File: config.mk
export PLATFORM = sky130hd
export DESIGN_NAME = mine_field_gen
export DESIGN_NICKNAME = d
export VERILOG_FILES = /design/src/rtl/mine_field_gen.sv
export SDC_FILE = /design/constraint.sdc
export NUM_CORES = 1
export LEC_CHECK = 0
export BUFFER_PORTS_ARGS = -buffer_cell sky130_fd_sc_hd__clkbuf_2
export CORE_MARGIN = 2
export CORE_UTILIZATION = 40
export CTS_BUF_LIST = sky130_fd_sc_hd__clkbuf_4
export CTS_CLUSTER_DIAMETER = 150
export CTS_CLUSTER_SIZE = 20
export DETAILED_ROUTE_END_ITERATION = 7
export HOLD_SLACK_MARGIN = 0.1
export PLACE_DENSITY = 0.59
export SETUP_SLACK_MARGIN = 0.4
export SYNTH_ARGS = -nofsm -noshare
export SYNTH_HDL_FRONTEND = slang
export SYNTH_SLANG_ARGS = --single-unit
File: constraint.sdc
create_clock -name in_clka -period 6.4 [get_ports in_clka]
set_input_delay 0 -clock in_clka [delete_from_list [all_inputs] [get_ports in_clka]]
set_output_delay 0 -clock in_clka [all_outputs]
set_load 0.01 [all_outputs]
File: src/rtl/mine_field_gen.sv
// mine_field_gen: places a configurable number of mines on a ROWS x COLS board
// with an LCG (bounded retry, then linear-probe fallback), then answers
// neighbour-count queries by visiting one neighbour per cycle.
// Optional feature macro: SAFE_FIRST_EN (keeps in_safe_idx mine-free).
module mine_field_gen #(
  parameter int ROWS      = 5,
  parameter int COLS      = 5,
  parameter int IDX_W     = 5,
  parameter int RETRY_MAX = 4
) (
  input  logic                 in_clka,
  input  logic                 in_restart,
  input  logic                 in_place,
  input  logic [IDX_W-1:0]     in_seed,
  input  logic [IDX_W-1:0]     in_mult,
  input  logic [IDX_W-1:0]     in_incr,
  input  logic [IDX_W-1:0]     in_n_mines,
  input  logic [IDX_W-1:0]     in_safe_idx,
  input  logic                 in_query,
  input  logic [IDX_W-1:0]     in_query_idx,
  output logic                 out_busy,
  output logic                 out_field_valid,
  output logic                 out_place_done,
  output logic [ROWS*COLS-1:0] out_mines,
  output logic [IDX_W-1:0]     out_temp_index,
  output logic [IDX_W-1:0]     out_temp_mine_cnt,
  output logic                 out_query_valid,
  output logic                 out_query_hit,
  output logic [3:0]           out_n_nearby
);

  localparam int CELLS = ROWS * COLS;
`ifdef SAFE_FIRST_EN
  localparam int CLAMP = CELLS - 2;  // one cell reserved for the safe index
`else
  localparam int CLAMP = CELLS - 1;  // at least one free cell always remains
`endif

  typedef enum logic [2:0] {
    ST_IDLE, ST_INIT, ST_PLACE, ST_PROBE, ST_DONE, ST_QUERY, ST_REPORT
  } state_t;

  state_t           state;
  logic [IDX_W-1:0] target;
  logic [7:0]       rej_cnt;
  logic [IDX_W-1:0] probe_ptr;
  logic [IDX_W-1:0] q_idx;
  logic [2:0]       step;
  logic [3:0]       acc;

`ifdef SAFE_FIRST_EN
  logic [IDX_W-1:0] safe_idx;
`else
  logic unused_safe;
  assign unused_safe = ^in_safe_idx;
`endif

  // Combinational helpers: next LCG candidate, free-cell tests, clamped target
  logic [IDX_W-1:0] cand;
  logic             cand_free;
  logic             probe_free;
  logic [IDX_W-1:0] count_inc;
  logic             target_hit;
  logic [IDX_W-1:0] target_next;

  assign out_busy = (state != ST_IDLE);

  // Candidate generation and occupancy checks for PLACE and PROBE
  always_comb begin
    // NOTE: every always_comb output gets a default first so no path leaves it
    // unassigned, which would otherwise infer a latch.
    cand        = out_temp_index * in_mult + in_incr;
    cand_free   = 1'b0;
    probe_free  = 1'b0;
    if (int'(cand) < CELLS)      cand_free  = !out_mines[cand];
    if (int'(probe_ptr) < CELLS) probe_free = !out_mines[probe_ptr];
`ifdef SAFE_FIRST_EN
    if (cand == safe_idx)      cand_free  = 1'b0;
    if (probe_ptr == safe_idx) probe_free = 1'b0;
`endif
    count_inc   = out_temp_mine_cnt + IDX_W'(1);
    target_hit  = (count_inc == target);
    target_next = (int'(in_n_mines) > CLAMP) ? IDX_W'(CLAMP) : in_n_mines;
  end

  // Neighbour selection for the current QUERY step (NW,N,NE,W,E,SW,S,SE)
  logic q_in_range;
  logic nb_mine;
  logic q_hit;
  int   q_row, q_col, dr, dc, nr, nc;

  always_comb begin
    q_in_range = (int'(q_idx) < CELLS);
    q_row      = int'(q_idx) / COLS;
    q_col      = int'(q_idx) % COLS;
    dr         = 0;
    dc         = 0;
    case (step)
      3'd0: begin dr = -1; dc = -1; end
      3'd1: begin dr = -1; dc =  0; end
      3'd2: begin dr = -1; dc =  1; end
      3'd3: begin dr =  0; dc = -1; end
      3'd4: begin dr =  0; dc =  1; end
      3'd5: begin dr =  1; dc = -1; end
      3'd6: begin dr =  1; dc =  0; end
      default: begin dr = 1; dc = 1; end
    endcase
    nr      = q_row + dr;
    nc      = q_col + dc;
    nb_mine = 1'b0;
    if (q_in_range && nr >= 0 && nr < ROWS && nc >= 0 && nc < COLS)
      nb_mine = out_mines[IDX_W'(nr * COLS + nc)];
    q_hit = 1'b0;
    if (q_in_range) q_hit = out_mines[q_idx];
  end

  // Main controller: placement, probing and serial neighbour counting
  always_ff @(posedge in_clka or posedge in_restart) begin
    if (in_restart) begin
      // NOTE: the mine bitmap is a plain register vector, not a RAM, so it is
      // cleared by reset along with every other output.
      state             <= ST_IDLE;
      out_field_valid   <= 1'b0;
      out_place_done    <= 1'b0;
      out_mines         <= '0;
      out_temp_index    <= '0;
      out_temp_mine_cnt <= '0;
      out_query_valid   <= 1'b0;
      out_query_hit     <= 1'b0;
      out_n_nearby      <= '0;
      target            <= '0;
      rej_cnt           <= '0;
      probe_ptr         <= '0;
      q_idx             <= '0;
      step              <= '0;
      acc               <= '0;
`ifdef SAFE_FIRST_EN
      safe_idx          <= '0;
`endif
    end else begin
      // NOTE: non-blocking assignments throughout so every branch reads the
      // pre-edge register values regardless of statement order.
      out_place_done  <= 1'b0;
      out_query_valid <= 1'b0;
      case (state)
        ST_IDLE: begin
          if (in_place) begin
            state <= ST_INIT;
          end else if (in_query && out_field_valid) begin
            q_idx <= in_query_idx;
            step  <= '0;
            acc   <= '0;
            state <= ST_QUERY;
          end
        end
        ST_INIT: begin
          out_mines         <= '0;
          out_field_valid   <= 1'b0;
          out_temp_index    <= in_seed;
          out_temp_mine_cnt <= '0;
          rej_cnt           <= '0;
          target            <= target_next;
`ifdef SAFE_FIRST_EN
          safe_idx          <= in_safe_idx;
`endif
          state <= (target_next == '0) ? ST_DONE : ST_PLACE;
        end
        ST_PLACE: begin
          out_temp_index <= cand;
          if (cand_free) begin
            out_mines[cand]   <= 1'b1;
            out_temp_mine_cnt <= count_inc;
            rej_cnt           <= '0;
            if (target_hit) state <= ST_DONE;
          end else begin
            rej_cnt <= rej_cnt + 8'd1;
            if (int'(rej_cnt) + 1 >= RETRY_MAX) begin
              probe_ptr <= '0;
              state     <= ST_PROBE;
            end
          end
        end
        ST_PROBE: begin
          if (probe_free) begin
            out_mines[probe_ptr] <= 1'b1;
            out_temp_mine_cnt    <= count_inc;
            rej_cnt              <= '0;
            state                <= target_hit ? ST_DONE : ST_PLACE;
          end else begin
            probe_ptr <= probe_ptr + IDX_W'(1);
          end
        end
        ST_DONE: begin
          out_place_done  <= 1'b1;
          out_field_valid <= 1'b1;
          state           <= ST_IDLE;
        end
        ST_QUERY: begin
          acc  <= acc + {3'b000, nb_mine};
          step <= step + 3'd1;
          if (step == 3'd7) state <= ST_REPORT;
        end
        ST_REPORT: begin
          out_query_valid <= 1'b1;
          out_n_nearby    <= acc;
          out_query_hit   <= q_hit;
          state           <= ST_IDLE;
        end
        default: state <= ST_IDLE;
      endcase
    end
  end

endmodule

==> results.toml, run 1 <==
[timing]
setup_viol = 1
fmax_mhz = 155
finalMaxSlewViolations = 0
worstMarginPinSlew_ns = 0.966
maxSlewHeadroom_pct = 35.6
hold_violations = 0
fin_crit_sh_pct = 101
finalWorstSetupSlack_ns = -0.0500
period_needed_ns = 6.45
fin_skew_ns = 0.0213
rsz0062_at_grt = "yes"

[layout]
fin_nets = 1349
syn_to_final_growth_pct = 27.8
drive_gt1_share_pct = 26.8

[global_route]
grt_pass1_vias = 8623
grt_usage_pct = 24.6
grt_pass1_wl_um = 44200
overflow = 0
antenna_found_initial = 1
grt_max_degree = 77

[clocking]
cts_max_level = 3
cts_made_buffers = 9
cts_sinks = 76
clockBufferDepth = 2
cts_tree = "built"
insertion_delay_ns = 0.48
cts-root-buf = "clkbuf_4"
clk_pin_slew_worst_paths_ns = 0.12

[floorplanning]
fp.coreArea_mm2 = 0.0209
die_w_um = 150
dieArea_mm2 = 0.0224
start_util_pct = 40.6
io_pins = 78
die_h_um = 150
rows = 53

[synth]
synth_area_mm2 = 0.00847
synthTopCellsByArea = "dfrtp_1 (22%), ha_1 (11%), mux4_2 (6.1%), o21ai_0 (5.7%), nand2_1 (4.9%)"
synth_top_area_cell = "dfrtp_1"
syn_avg_cell_area_um2 = 8.14
synthesis.nets = 1161
synth_edf_count = 0
synth_cells = 1041
synth_cell_types = 84
synth_seq_area_share_pct = 22.4
synthArstFlopShare_pct = 100
synth.ff_latch_count = 76
ys.flop_type = "dfrtp_1"
yosys_warnings = 0
yosysTopAreaCellShare_pct = 22.4

[route]
post_drt_wl_per_cell_um = 17.9
postRouteAntennaNets = 0
wirelength_um = 27000
drtIter0Drc = 701
drc = 0
vias = 8809
drt_first_pass_iters = 5
avgViaCountPerCell = 5.83

[job]
cap_violations = 0

[setup_path]
worstSetupStartpointType = "flop"
endpoint_kind = "flop"
cp_data_required_time_ns = 6.77
critPathArrivalTime_ns = 6.82
cpMostUsedCell = "ha_2"
path_max_fanout = 8
cpPeakStageDelay_ns = 0.54
crit_type = "reg -> reg"
cp_slowest_cell = "mux4_2"

[status]
violations = "setup timing"
status = "finished with violations"

[place]
port_buffers = 72
dpl.hpwl_um = 19800
pre_cts_slack_ns = -0.300
gp_congestion = 0.926

[hold_path]
hold_class = "in -> reg"
-- registers in the layout (all words and copies together) (netlist names) --
signal and flops:
q_idx 5, out_temp_index 5, out_temp_mine_cnt 5, out_query_valid 1, out_field_valid 1, probe_ptr 5
out_n_nearby 4, out_place_done 1, state 3, out_mines 25, acc 4, step 3
out_query_hit 1, target 5, rej_cnt 8
-- critical path, delay by kind of cell, from the launching register on --
family          cells  cell delay (ns)
flops               1             0.44
buf+inv             6             0.54
compound gates      4             0.80
xor+xnor            2             0.28
mux                 3             1.31
simple gates        9             0.89
fa+ha+maj           7             2.10
-- layout make-up --
cell class | instances | area [um2]
fill | 1986 | 10100
multi-input combinational | 858 | 6580
sequential | 76 | 1900
timing repair buffer | 233 | 1670
tap | 275 | 344
inverter | 51 | 195
clock buffer | 10 | 75.1
clock inverter | 6 | 55.1
antenna | 1 | 2.50
-- cells in the mapped netlist, drive strengths merged, types with 9 or more instances --
master  number
a21o        14
a21oi       64
a31oi       16
and2        12
and3        10
buf         21
clkbuf      35
dfrtp       76
fa           9
ha          77
inv         51
mux2        10
mux2i       15
mux4        23
nand2      110
nand2b      13
nand3       32
nand4       12
nor2        97
nor3        17
o211ai      15
o21ai       98
o22ai       29
or3         12
xnor2       27
xor2        16
-- repair_timing --
action                                 4_1_cts  5_1_grt
pin swaps                                   26       34
gates cloned                                 0        0
endpoints found under the hold margin       99        0
setup endpoints to repair                    4        4
setup buffers                               29        4
gates resized for setup                     37       29
hold buffers                                29        0
-- per-stage QoR --
step	utilization (%)	hold WS (ns)	setup TNS, ns	instance area [um2]	instances
6_report	51.9	0.151	-0.0500	10800	1510
4_1_cts	51.1	0.106	-0.111	10700	1505
3_3_place_gp	47.1	0.251	-0.372	9840	1431
5_1_grt	51.9	0.163	-1.38	10800	1510
3_5_place_dp	47.1	0.257	-0.873	9840	1431
2_1_floorplan	-	0.117	0	8640	1041
-- routing by layer --
layer	track usage (%)	part of all wire [%]
met5	0	0
met4	8.95	3.3
met3	5.12	5.7
met2	40.8	48
met1	31.8	43
-- path summary, 6_finish.rpt --
check                      slack, ns                          end                   startpoint  depth (start not counted)
setup / recovery               -0.05           acc[2]$_DFFE_PP0P_         q_idx[3]$_DFFE_PP0P_                         31
hold / removal                  0.15         state[1]$_DFFE_PP0P_                     in_query                          5
setup reg to reg               -0.05           acc[2]$_DFFE_PP0P_         q_idx[3]$_DFFE_PP0P_                         31
hold reg to reg                 0.50  out_n_nearby[3]$_DFFE_PP0P_  out_n_nearby[3]$_DFFE_PP0P_                          2
max in group asynchronous       5.38         q_idx[2]$_DFFE_PP0P_                   in_restart                          4
min in group asynchronous       0.35  out_n_nearby[3]$_DFFE_PP0P_                   in_restart                          4
-- placed cells by master, fill, tap and decap left out, drive strengths merged, types with 12 or more instances in the layout --
cell type	netlist	final
xor2	16	16
nor3	17	17
mux2i	15	15
and2	12	12
o22ai	29	29
mux4	23	23
or3	12	12
nand4	12	12
dlygate4sd3	0	29
a21oi	64	64
ha	77	77
a31oi	16	16
nand2b	13	13
inv	51	50
a21o	14	14
dfrtp	76	76
buf	21	132
nor2	97	97
nand2	110	110
o211ai	15	15
clkbuf	35	82
xnor2	27	27
nand3	32	32
o21ai	98	98
-- cell families after synthesis --
family | Yosys count | synth area share (%)
xor gates and xnor gates | 44 | 4.71
adders and majority gates | 86 | 13.5
and+or+nand+nor | 363 | 20.9
buffers and inverters | 107 | 5.18
AOI/OAI and AO/OA | 317 | 24.0
DFF | 76 | 22.4
muxes | 48 | 9.21
Power of run 1 is not shown: default switching activity piles up to over one toggle a cycle in this logic, so the estimate is an artifact.
==> run 2: changes to the inputs <==
Settings changed: CELL_PAD_IN_SITES_DETAIL_PLACEMENT set to 1, CELL_PAD_IN_SITES_GLOBAL_PLACEMENT set to 2, CORE_UTILIZATION 40 to 34, PLACE_DENSITY 0.59 to 0.78.
==> results.toml, run 2 (same netlist as run 1, synthesis figures left out) <==
[timing]
finalMaxSlewViolations = 0
period_needed_ns = 6.57
fin_crit_sh_pct = 103
setup_viol = 3
fin_skew_ns = 0.0115
worstMarginPinSlew_ns = 0.928
finalWorstSetupSlack_ns = -0.173
maxSlewHeadroom_pct = 38.1
rsz0062_at_grt = "yes"
hold_ws_ns = 0.301
fmax_mhz = 152
hold_violations = 0

[layout]
largest_reg_flops = 25
largest_registers = "out_mines x25, rej_cnt x8"
final_cell_mix = "nand2_1 (108), buf_4 (103), nor2_1 (92)"
layout_commonest_cell = "nand2_1"
drive_gt1_share_pct = 25.8
utilization_pct = 44.2
top_register = "out_mines"
syn_to_final_growth_pct = 27.2
fin_nets = 1331
antenna_cells = 0

[hold_path]
hold_class = "in -> reg"
min_from = "in_query_idx[3]"
hold_depth = 3
min_to = "q_idx[3]$_DFFE_PP0P_"

[route]
drt_first_pass_iters = 5
postRouteAntennaNets = 0
drtIter0Drc = 489
vias = 8881
drc = 0
wirelength_um = 31300
avgViaCountPerCell = 5.77
post_drt_wl_per_cell_um = 20.3

[setup_path]
crit_path_start = "q_idx[2]$_DFFE_PP0P_"
worstSetupStartpointType = "flop"
timing.rr.start = "q_idx[2]$_DFFE_PP0P_"
reg2reg_depth = 30
critPathArrivalTime_ns = 6.98
cp_data_required_time_ns = 6.80
cpMostUsedCell = "ha_4"
endpoint_kind = "flop"
r2r_end = "acc[2]$_DFFE_PP0P_"
reg2reg_slack_ns = -0.17
cp_slowest_cell = "nor3_1"
path_max_fanout = 4
cpPeakStageDelay_ns = 0.53
crit_type = "reg -> reg"

[clocking]
cts_max_level = 3
insertion_delay_ns = 0.46
cts_tree = "built"
clk_pin_slew_worst_paths_ns = 0.14
clockBufferDepth = 2
cts_made_buffers = 9
cts-root-buf = "clkbuf_4"
cts_sinks = 76

[place]
port_buffers = 72
gp_congestion = 0.859
pre_cts_slack_ns = -0.289
dpl.hpwl_um = 23100

[floorplanning]
dieArea_mm2 = 0.0262
die_h_um = 162
start_util_pct = 34.7
io_pins = 78
rows = 57
die_w_um = 162
fp.coreArea_mm2 = 0.0244

[global_route]
grt_pass1_vias = 9010
grt_pass1_wl_um = 49400
overflow = 0
antenna_found_initial = 0
grt_max_degree = 68
grt_usage_pct = 23.5

[job]
cap_violations = 0

[status]
status = "finished with violations"
violations = "setup timing"
-- run 2: critical path: cells and delay by family (launching register included) --
kind | cells | cell delay (ns)
buffers and inverters | 5 | 0.38
multiplexers | 1 | 0.28
AO/OA/AOI/OAI | 7 | 1.63
XOR/XNOR | 2 | 0.32
AND/OR/NAND/NOR | 10 | 2.17
adder cells (fa/ha/maj) | 5 | 1.25
flip-flops | 1 | 0.47
-- run 2: worst max path at each step --
stage                              end  slack [ns]  cells past startpoint
floorplan           acc[2]$_DFFE_PP0P_        0.31                     30
global placement    acc[2]$_DFFE_PP0P_       -0.02                     30
detailed placement  acc[2]$_DFFE_PP0P_       -0.29                     35
CTS                 acc[2]$_DFFE_PP0P_       -0.11                     32
global route        acc[2]$_DFFE_PP0P_       -0.43                     30
finish              acc[2]$_DFFE_PP0P_       -0.17                     30
-- run 2: repair_timing --
| item | CTS | global route |
|---|---|---|
| pin swaps | 14 | 31 |
| resized for setup | 21 | 49 |
| setup buffers | 17 | 10 |
| endpoints found under the setup margin | 4 | 4 |
| cloned | 0 | 0 |
| endpoints found under the hold margin | 97 | 0 |
| hold buffers | 29 | 0 |
-- run 2: layer usage --
layer  global-route usage [%]  vias to the layer above  wire length [um]
met1                     32.5                     4419             14200
met3                     2.43                       40              1460
li1                         -                     4210                 -
met2                     40.1                      212             15000
met4                     4.55                        0               576
met5                        0                        -                 0
-- run 2: through the flow --
stage                     instance area (um2)  std cells  TNS, ns
after floorplan                          8640       1041        0
after global placement                   9810       1468  -0.0205
after detailed placement                 9810       1468   -0.888
after CTS                               10500       1530   -0.208
after global routing                    10800       1540    -1.40
final                                   10800       1540   -0.397
-- run 2: layout make-up --
| type | instances | area [um2] |
|---|---|---|
| fill | 2948 | 13600 |
| timing repair buffer | 215 | 1550 |
| sequential | 76 | 1900 |
| clock inverter | 7 | 72.6 |
| clock buffer | 9 | 67.6 |
| multi-input combinational | 858 | 6580 |
| tap | 324 | 405 |
| inverter | 51 | 198 |
Power of run 2 is left out for the same reason.
